**config.mk**
```make
export PLATFORM = sky130hd
export DESIGN_NAME = rtc_bus_interface
export DESIGN_NICKNAME = d
export VERILOG_FILES = /design/src/rtl/rtc_bus_interface.sv
export SDC_FILE = /design/constraint.sdc
export NUM_CORES = 1
export LEC_CHECK = 0
export CORE_MARGIN = 2
export CORE_UTILIZATION = 35
export CTS_CLUSTER_SIZE = 24
export DETAILED_ROUTE_END_ITERATION = 8
export PLACE_DENSITY = 0.63
export SYNTH_ARGS = -nofsm -noshare
export SYNTH_HDL_FRONTEND = slang
export SYNTH_SLANG_ARGS = --single-unit
export TNS_END_PERCENT = 1
```
**constraint.sdc**
```tcl
create_clock -name clock -period 2.4 [get_ports clock]
set_input_delay 0.24 -clock clock [delete_from_list [all_inputs] [get_ports clock]]
set_output_delay 0.24 -clock clock [all_outputs]
set_load 0.005 [all_outputs]
```
**src/rtl/rtc_bus_interface.sv**
```systemverilog
// Bus stage between the RTC control FSM and the multiplexed A/D pad: sequences one
// address strobe and one data strobe per request and reports completion with a pulse.
module rtc_bus_interface #(
    parameter int T_STB = 8,
    parameter int T_REC = 4
) (
    input  logic       clock,
    input  logic       reset,
    input  logic       win,
    input  logic       rin,
    input  logic [7:0] address,
    input  logic [7:0] data_wr,
    input  logic [7:0] ad_in,
    output logic [7:0] ad_out,
    output logic       ad_oe,
    output logic       cs_n,
    output logic       rd_n,
    output logic       wr_n,
    output logic       a_d,
    output logic       donew,
    output logic       doner,
    output logic [7:0] data_rd
);

    typedef enum logic [2:0] {
        IDLE,
        ADDR_STB,
        ADDR_REC,
        DATA_STB,
        DATA_REC,
        DONE
    } state_t;

    localparam logic [7:0] STB_LOAD = 8'(T_STB - 1);
    localparam logic [7:0] REC_LOAD = 8'(T_REC - 1);

    state_t     state;
    logic [7:0] count;
    logic       op_write;
    logic [7:0] data_q;

    // Every output is registered and set on the edge that enters the phase it belongs to,
    // so each phase lasts exactly count+1 cycles and reset clears the pins immediately.
    always_ff @(posedge clock or posedge reset) begin
        if (reset) begin
            state    <= IDLE;
            count    <= 8'd0;
            op_write <= 1'b0;
            data_q   <= 8'd0;
            ad_out   <= 8'd0;
            ad_oe    <= 1'b0;
            cs_n     <= 1'b1;
            rd_n     <= 1'b1;
            wr_n     <= 1'b1;
            a_d      <= 1'b1;
            donew    <= 1'b0;
            doner    <= 1'b0;
            data_rd  <= 8'd0;
        end else begin
            donew <= 1'b0;
            doner <= 1'b0;
            case (state)
                IDLE: begin
                    cs_n  <= 1'b1;
                    rd_n  <= 1'b1;
                    wr_n  <= 1'b1;
                    ad_oe <= 1'b0;
                    // win wins when both enables are up; the address goes out with wr_n
                    // for reads as well.
                    if (win || rin) begin
                        op_write <= win;
                        data_q   <= data_wr;
                        ad_out   <= address;
                        ad_oe    <= 1'b1;
                        a_d      <= 1'b0;
                        cs_n     <= 1'b0;
                        wr_n     <= 1'b0;
                        count    <= STB_LOAD;
                        state    <= ADDR_STB;
                    end
                end
                ADDR_STB: begin
                    if (count == 8'd0) begin
                        cs_n  <= 1'b1;
                        wr_n  <= 1'b1;
                        count <= REC_LOAD;
                        state <= ADDR_REC;
                    end else begin
                        count <= count - 8'd1;
                    end
                end
                ADDR_REC: begin
                    if (count == 8'd0) begin
                        a_d   <= 1'b1;
                        cs_n  <= 1'b0;
                        count <= STB_LOAD;
                        state <= DATA_STB;
                        if (op_write) begin
                            ad_oe  <= 1'b1;
                            ad_out <= data_q;
                            wr_n   <= 1'b0;
                        end else begin
                            ad_oe <= 1'b0;
                            rd_n  <= 1'b0;
                        end
                    end else begin
                        count <= count - 8'd1;
                    end
                end
                DATA_STB: begin
                    if (count == 8'd0) begin
                        if (!op_write) begin
                            data_rd <= ad_in;
                        end
                        cs_n  <= 1'b1;
                        rd_n  <= 1'b1;
                        wr_n  <= 1'b1;
                        count <= REC_LOAD;
                        state <= DATA_REC;
                    end else begin
                        count <= count - 8'd1;
                    end
                end
                DATA_REC: begin
                    if (count == 8'd0) begin
                        ad_oe <= 1'b0;
                        donew <= op_write;
                        doner <= ~op_write;
                        state <= DONE;
                    end else begin
                        count <= count - 8'd1;
                    end
                end
                DONE: begin
                    state <= IDLE;
                end
                default: begin
                    state <= IDLE;
                end
            endcase
        end
    end

endmodule

```
==> results list <==
- In this run the core area contains 28 standard-cell rows.
* LEAKAGE: 1.26 nW
- Overall fraction of global-route tracks in use: 0.160
* Final clock skew: ~10 ps
- The worst setup path is launched from a register.
- The repair_antennas step left the layout with diodes totalling 0.
- The tree built by TritonCTS fans out to between 40 and 50 sinks.
- Top-level port count: 51
* Seq/Total Area, Yosys: 0.498
- Max-slew violation total from the final report: 0
- Setup slack of the most critical reg-to-reg path: approximately 95 ps
- For this configuration, the core starts out at a cell density of 0.364.
- Synthesized-area fraction occupied by ao, oa, aoi and oai cells: 0.156
* Fraction of final layout cells sized beyond drive strength 1: 0.235
- Growth of design area from synthesis to finish: 36.5%
- After technology mapping, the gate count stands at 207.
- CTS tree: done
- Static timing analysis puts the maximum clock frequency at roughly 0.43 GHz.
- Final non-filler cell total: about 350
* Number of global-route vias before repair: 1740
- Root Buffer Master: sky130_fd_sc_hd__clkbuf_8
- For this run, asynchronously set or reset flops after synthesis account for 1.00.
- At the later pin of the worst-skew pair, clock insertion delay measures around 300 ps.
* Via count: 1795
- Subtracting the final worst setup slack from the clock period gives 2300 ps.
- Crit path capture type: register
- Of the total synthesized cell area, the portion taken by full adders, half adders and majority gates is 0.0104.
- Fin nets: 300
* Outcome: finished, final reports clean
- Total length of routed wires: 5000 um
- The placed instances occupy a cell area of 2850 sq um.
- The final-report hold violation count was 0.
- Counting flops and latches in the post-synthesis netlist gives 43.
* Psw: 1.11 mW
- The number of antenna violations at the first check in global routing is 0.
- Hold-fix buffers at CTS: 0
- The share of total power dissipated in combinational logic is 0.446.
* Switching share of total power: 0.356
- For this run, design rule violations remaining after detail routing come to 0.
- Global routing finished with a remaining overflow of 0.
- Port Buf Inserts: 50
- Die boundary width: 82.8 um
- Final worst path period share: 0.960
- The number of clock buffers added by TritonCTS is 5.
* Worst Path Required: 2580 ps
- Summed over all nets, the half-perimeter wirelength after detailed placement is 3590 um.
- The worst pin sits at a relative slew slack of 0.637.
- Synth Area per Inst: around 10 sq um
* Number of endpoints failing setup at the final stage: 0
- The most used flip-flop cell after synthesis is sky130_fd_sc_hd__dfrtp_1.
- The total area inside the core boundary comes to 5960 sq um.
- In this run the post-CTS setup repair buffer count came out at 0.
* Count of synthesis-stage warnings from yosys: 0
- Die outline area: 6850 sq um
* Fin Hold WS: 369 ps
* Most area-consuming cells after synthesis: sky130_fd_sc_hd__dfrtp_1, sky130_fd_sc_hd__mux2_2, sky130_fd_sc_hd__nand2_1, sky130_fd_sc_hd__dfstp_2, sky130_fd_sc_hd__a21oi_1
- Synth unique cells: 49
- The share of synthesized area in the top cell type comes to 0.450.
* Setup repair after global routing missed its margin: no
- The first global-routing pass estimated between 8000 and 9000 um of wire.
- From bottom edge to top edge, the die measures 82.8 um.
- Entering global routing, the biggest net connects 44 pins.
- Min-delay worst type: input port to async pin
- Cells after DPL: roughly 340
- The internal power of the cells totals 2.01 mW.
* Simple-gate share of the synthesized area: 0.162
* Pre-Repair DR Iteration Count: 4
- The clock passes through at most 2 buffers.
- RePlAce Congestion: between 0.8 and 0.9
- Of the total power, registers draw 0.400.
- At the worst endpoint, the arrival time is 2490 ps.
- Post-synth design cell area: 2170 sq um
* Largest family of logic cells by synthesized area: simple AND/OR/NAND/NOR gates
* Starting DRC count in detailed routing: 121
* Vias per cell: 5.17
- At the pin with the least slew margin, the transition time is 545 ps.
* Maximum level of the CTS H-tree: 2
- PD cells: 1050 nW/um^2
- In this run, synthesis inferred 0 flip-flops with an integrated enable.
* Critical path fanouts, max: 8
* Maximum ir drop on the vdd rail: about 0.54 mV
- In the final routed layout, each cell accounts on average for 14.4 um.
- Of the total synthesized cell area, the portion taken by XOR and XNOR cells is 0.00807.
- Of the total power, the clock network draws 0.154.
- The tool flagged a number of max-cap violations equal to 0.
* Class of the most critical setup path: register to register
- After clock tree synthesis, the clock-pin slew on the worst setup and hold paths is 90 ps.
- Nets in the synthesized netlist: 236
- Final Instance Area: 2960 sq um
* TNS Setup: 0 ps
* Top cell type by total area after synthesis: sky130_fd_sc_hd__dfrtp_1
- Measured against the total synthesized area, the mux share comes to 0.134.
* Detail Route Antenna Nets: 0
worst max-delay path, stage by stage (launching register included):
cell and delay [ps]:
sky130_fd_sc_hd__dfrtp_1 410, sky130_fd_sc_hd__inv_1 110, sky130_fd_sc_hd__ha_4 170, sky130_fd_sc_hd__or3b_4 380, sky130_fd_sc_hd__or3_4 350, sky130_fd_sc_hd__nor4_4 270, sky130_fd_sc_hd__buf_6 170, sky130_fd_sc_hd__mux2_2 330
logic make-up (layout without fill, tap and decap cells):
family / after synthesis / count (layout)
multiplexers: 26 / 26
XOR/XNOR: 2 / 2
AO/OA/AOI/OAI: 47 / 47
flip-flops: 43 / 43
adder cells (fa/ha/maj): 2 / 2
AND/OR/NAND/NOR: 69 / 69
buffers and inverters: 18 / 83
Yosys cell counts (3+ instances only):
master                     count
sky130_fd_sc_hd__o21ai_0       8
sky130_fd_sc_hd__nand2_1      33
sky130_fd_sc_hd__a211oi_1      3
sky130_fd_sc_hd__a211o_1       3
sky130_fd_sc_hd__dfstp_2       4
sky130_fd_sc_hd__nor2_1        9
sky130_fd_sc_hd__clkbuf_1      9
sky130_fd_sc_hd__mux2_2       24
sky130_fd_sc_hd__nand3_1       7
sky130_fd_sc_hd__a22o_1        3
sky130_fd_sc_hd__nor3_1        6
sky130_fd_sc_hd__dfrtp_1      39
sky130_fd_sc_hd__a21oi_1       8
sky130_fd_sc_hd__inv_1         8
power by group through the flow:
stage               Sequential (mW)  Clock [mW]  Combinational (mW)
CTS                            1.25       0.496                1.39
floorplan                      1.18           0               0.850
finish                         1.25       0.482                1.39
global placement               1.25           0                1.36
detailed placement             1.26           0                1.38
global route                   1.30       0.524                1.54
area by class of cell:
type | instances | area [sq um]
Fill cell | 561 | 2990
Timing Repair Buffer | 67 | 632
Clock buffer | 5 | 68.8
Sequential cell | 43 | 1080
Clock inverter | 3 | 23.8
Inverter | 8 | 30.0
Tap cell | 75 | 93.8
Multi-Input combinational cell | 146 | 1030
layout by cell type (no fill, tap or decap), types with 2 or more instances in the layout:
master / count
sky130_fd_sc_hd__clkdlybuf4s50_1: 50
sky130_fd_sc_hd__dfstp_2: 4
sky130_fd_sc_hd__nand2_1: 33
sky130_fd_sc_hd__o21ai_0: 8
sky130_fd_sc_hd__a31oi_1: 2
sky130_fd_sc_hd__a22o_1: 3
sky130_fd_sc_hd__dfrtp_1: 39
sky130_fd_sc_hd__mux2i_1: 2
sky130_fd_sc_hd__nor2_1: 9
sky130_fd_sc_hd__clkbuf_8: 5
sky130_fd_sc_hd__nand3_1: 7
sky130_fd_sc_hd__inv_1: 6
sky130_fd_sc_hd__a21oi_1: 8
sky130_fd_sc_hd__buf_4: 16
sky130_fd_sc_hd__or4_1: 2
sky130_fd_sc_hd__nor3b_1: 2
sky130_fd_sc_hd__clkinvlp_4: 2
sky130_fd_sc_hd__a211oi_1: 3
sky130_fd_sc_hd__a21o_1: 2
sky130_fd_sc_hd__nor3_1: 6
sky130_fd_sc_hd__or2_2: 2
sky130_fd_sc_hd__o31ai_1: 2
sky130_fd_sc_hd__xnor2_1: 2
sky130_fd_sc_hd__mux2_2: 24
sky130_fd_sc_hd__a211o_1: 3
per-stage QoR:
stage / setup WS, ps / total power [mW] / utilization
detailed placement: 7.86 / 2.64 / 0.479
CTS: 18.8 / 3.13 / 0.495
finish: 95.0 / 3.12 / 0.497
global route: 0.432 / 3.36 / 0.497
floorplan: 37.1 / 2.03 / -
global placement: 100 / 2.61 / 0.479
sequential cells by signal (all words and copies together), names as in the netlist:
signal / count
rd_n: 1
donew: 1
a_d: 1
doner: 1
op_write: 1
ad_out: 8
wr_n: 1
count: 8
ad_oe: 1
state: 3
cs_n: 1
data_q: 8
data_rd: 8
metal layers:
layer,global-route usage,up-vias,routed length [um]
met3,0.0424,4,257
met2,0.248,46,2250
li1,-,879,-
met5,0,-,0
met1,0.221,866,2440
met4,0.0459,0,48
repair_timing:
action | in CTS | in global routing
pin swaps | 0 | 0
resized for setup | 1 | 3
setup endpoints to repair | 5 | 8
path summary, 6_finish.rpt:
check / cells past startpoint / endpoint / startpoint
min in group clock: 3 / data_q[0] / data_wr[0]
worst min register to register: 2 / a_d / a_d
max in group asynchronous: 3 / rd_n / reset
worst max-delay path: 7 / data_rd[5] / count[1]
worst max register to register: 7 / data_rd[5] / count[1]
worst min-delay path: 3 / data_rd[4] / reset
(Power assumes the default switching activity.)
==> patch (config.mk and constraints unchanged) <==
Put one more register stage on the output `data_rd`, cleared by the reset. The value now appears one clock later. The other outputs are not delayed to match.
--- a/src/rtl/rtc_bus_interface.sv
+++ b/src/rtl/rtc_bus_interface.sv
@@ -34,6 +34,8 @@
     localparam logic [7:0] STB_LOAD = 8'(T_STB - 1);
     localparam logic [7:0] REC_LOAD = 8'(T_REC - 1);
 
+    logic [7:0] data_rd_s0;
+
     state_t     state;
     logic [7:0] count;
     logic       op_write;
@@ -55,7 +57,7 @@
             a_d      <= 1'b1;
             donew    <= 1'b0;
             doner    <= 1'b0;
-            data_rd  <= 8'd0;
+            data_rd_s0 <= 8'd0;
         end else begin
             donew <= 1'b0;
             doner <= 1'b0;
@@ -110,7 +112,7 @@
                 DATA_STB: begin
                     if (count == 8'd0) begin
                         if (!op_write) begin
-                            data_rd <= ad_in;
+                            data_rd_s0 <= ad_in;
                         end
                         cs_n  <= 1'b1;
                         rd_n  <= 1'b1;
@@ -141,5 +143,13 @@
         end
     end
 
+    always_ff @(posedge clock or posedge reset) begin
+        if (reset) begin
+            data_rd <= '0;
+        end else begin
+            data_rd <= data_rd_s0;
+        end
+    end
+
 endmodule
 
Check against the original RTL: no difference found for any inputs over 10 cycles, from zero or initial values and one cycle with reset high; that may be too few to reach the edited logic, so the function may still have changed.
==> patch against the original RTL <==
  * Design area grew 3.6%
  * Core utilization is 1.7 points lower
  * Routed wire length decreased by 3.5%
  * Sequential cell count is 8 higher
  * Worst setup slack improved by 210 ps
  * Area after synthesis grew 7.4%
Power is not compared: it rests on default switching activity, and its combinational part moved more than twofold at a synthesized area within 25%.
==> patch: results (changes against the original RTL) <==
Routing
  – Initial DRC Count: 134 (+11%)
  – Final wirelength: 4.82 mm (-3.5%)
  – Vias: 1,743 (-2.9%)
  – Average wire per standard cell: 14.7 um (+2.4%)
  – First-pass detailed-route iteration total: 4 (unchanged)

Global route
  – Total GRT Usage: 14.7% (-1.4 points)
  – Pin count of the biggest net entering global routing: 27 (-39%)
  – Met1 Usage GRT: 21.0% (-1.0 points)
  – Met3 Use GR: 3.08% (-1.2 points)
  – Global-route wire length before repair: 8.38 mm (+0.75%)
  – Initial antenna violation count: 0 (unchanged)
  – Grt met2 use: 21.9% (-2.9 points)

Place
  – DP Worst Slack: 281 ps (+273 ps)
  – HPWL after DPL: 3.43 mm (-4.4%)
  – GP Congestion: 0.814 (-7.1%)
  – Placed Area: 0.00296 mm2 (+3.7%)
  – I/O Buffers: 50 (unchanged)
  – Post-placement cell count: 319 (-5.9%)

CTS
  – CTS resizes: 0 (-1)
  – Post-CTS setup buffers: 0 (unchanged)
  – Clock latency at the later pin of the worst-skew pair: roughly 310 ps
  – H-tree depth: 2 (unchanged)
  – CTS Buffer Depth: 2 (unchanged)
  – Clock Root Buffer: clkbuf_8

Synth
  – Fraction of registers with async set/reset: 100% (unchanged)
  – Mean Syn Cell Area: 12.3 um2 (+18%)
  – Distinct cells, synth: 47 (-4.1%)
  – Mapped Nets: 218 (-7.6%)
  – Commonest cells post-synth: dfrtp_1, mux2_2, a21oi_1, nor2_1
  – Yosys warning count: 0 (unchanged)
  – Register area share after synthesis: 55.0% (+5.2 points)
  – Area contributors post-synth: dfrtp_1, mux2_2, mux2_4

STA
  – Min Hold Slack: 293 ps (-75.9 ps)
  – Final period util: 87.5% (-8.5 points)
  – Clock Skew: 6.72 ps (-3.19 ps)
  – Slew at the pin closest to its max-slew limit: 711 ps (+166 ps)

Worst setup path
  – Worst Setup SP: count[0]
  – Delay-heaviest family, CP: compound AO/OA/AOI/OAI gates
  – R2R Setup Slk: 300 ps (+210 ps)
  – CP endpoint: ad_out[6]
  – Length in cells of the worst reg-to-reg path: 6 (-1)
  – Slowest stage cell, crit path: a211o_1
  – CP arrival: 2300 ps (-190 ps)
  – Crit-path max cell delay: 530 ps (+120 ps)
  – CP max FO: 9 (+1)

Pwr
  – Power Total: roughly 1.6 mW
  – Pint: about 1.3 mW
  – Combinational cell power: around 0.13 mW
  – Seq pwr: approximately 0.90 mW

Finish
  – Share of layout cells above drive strength 1: 24.8% (+1.3 points)
  – Fin nets: 278 (-7.3%)

Run status
  – Status: finished, final reports clean

Worst hold path
  – Hold Path Class: input pin to async pin
==> patch: cell types whose count changed in the layout (fill, tap and decap cells not counted), sizes merged, moves of 3 or more <==
cell	change
mux2	+8
buf	-7
nand2	-28
and4	+3
a21oi	+4
dfrtp	+8
nor2	+3
==> patch: final cells by class <==
type                    count  area [um2]
clock buffers               6        72.6
clock inverters             2        38.8
inverters                   8        30.0
well taps                  77        96.3
repair buffers             60         576
fillers                   589        3320
flip-flops and latches     51        1280
multi-input cells         123         976
==> patch: logic make-up after synthesis <==
logic type / count (synthesis) / share of synthesized area, %
AND/OR/NAND/NOR: 46 / 12.0
AO/OA/AOI/OAI: 41 / 11.4
buffers and inverters: 15 / 3.17
flip-flops: 51 / 55.0
multiplexers: 33 / 17.2
XOR/XNOR: 2 / 0.752
adder cells (fa/ha/maj): 1 / 0.537
==> patch: routing by layer <==
metal	part of all wire, %	routed length [um]	vias up
met4	1.6	78	0
li1	-	-	807
met1	45	2190	872
met3	6.1	293	8
met5	0	0	-
met2	47	2250	56
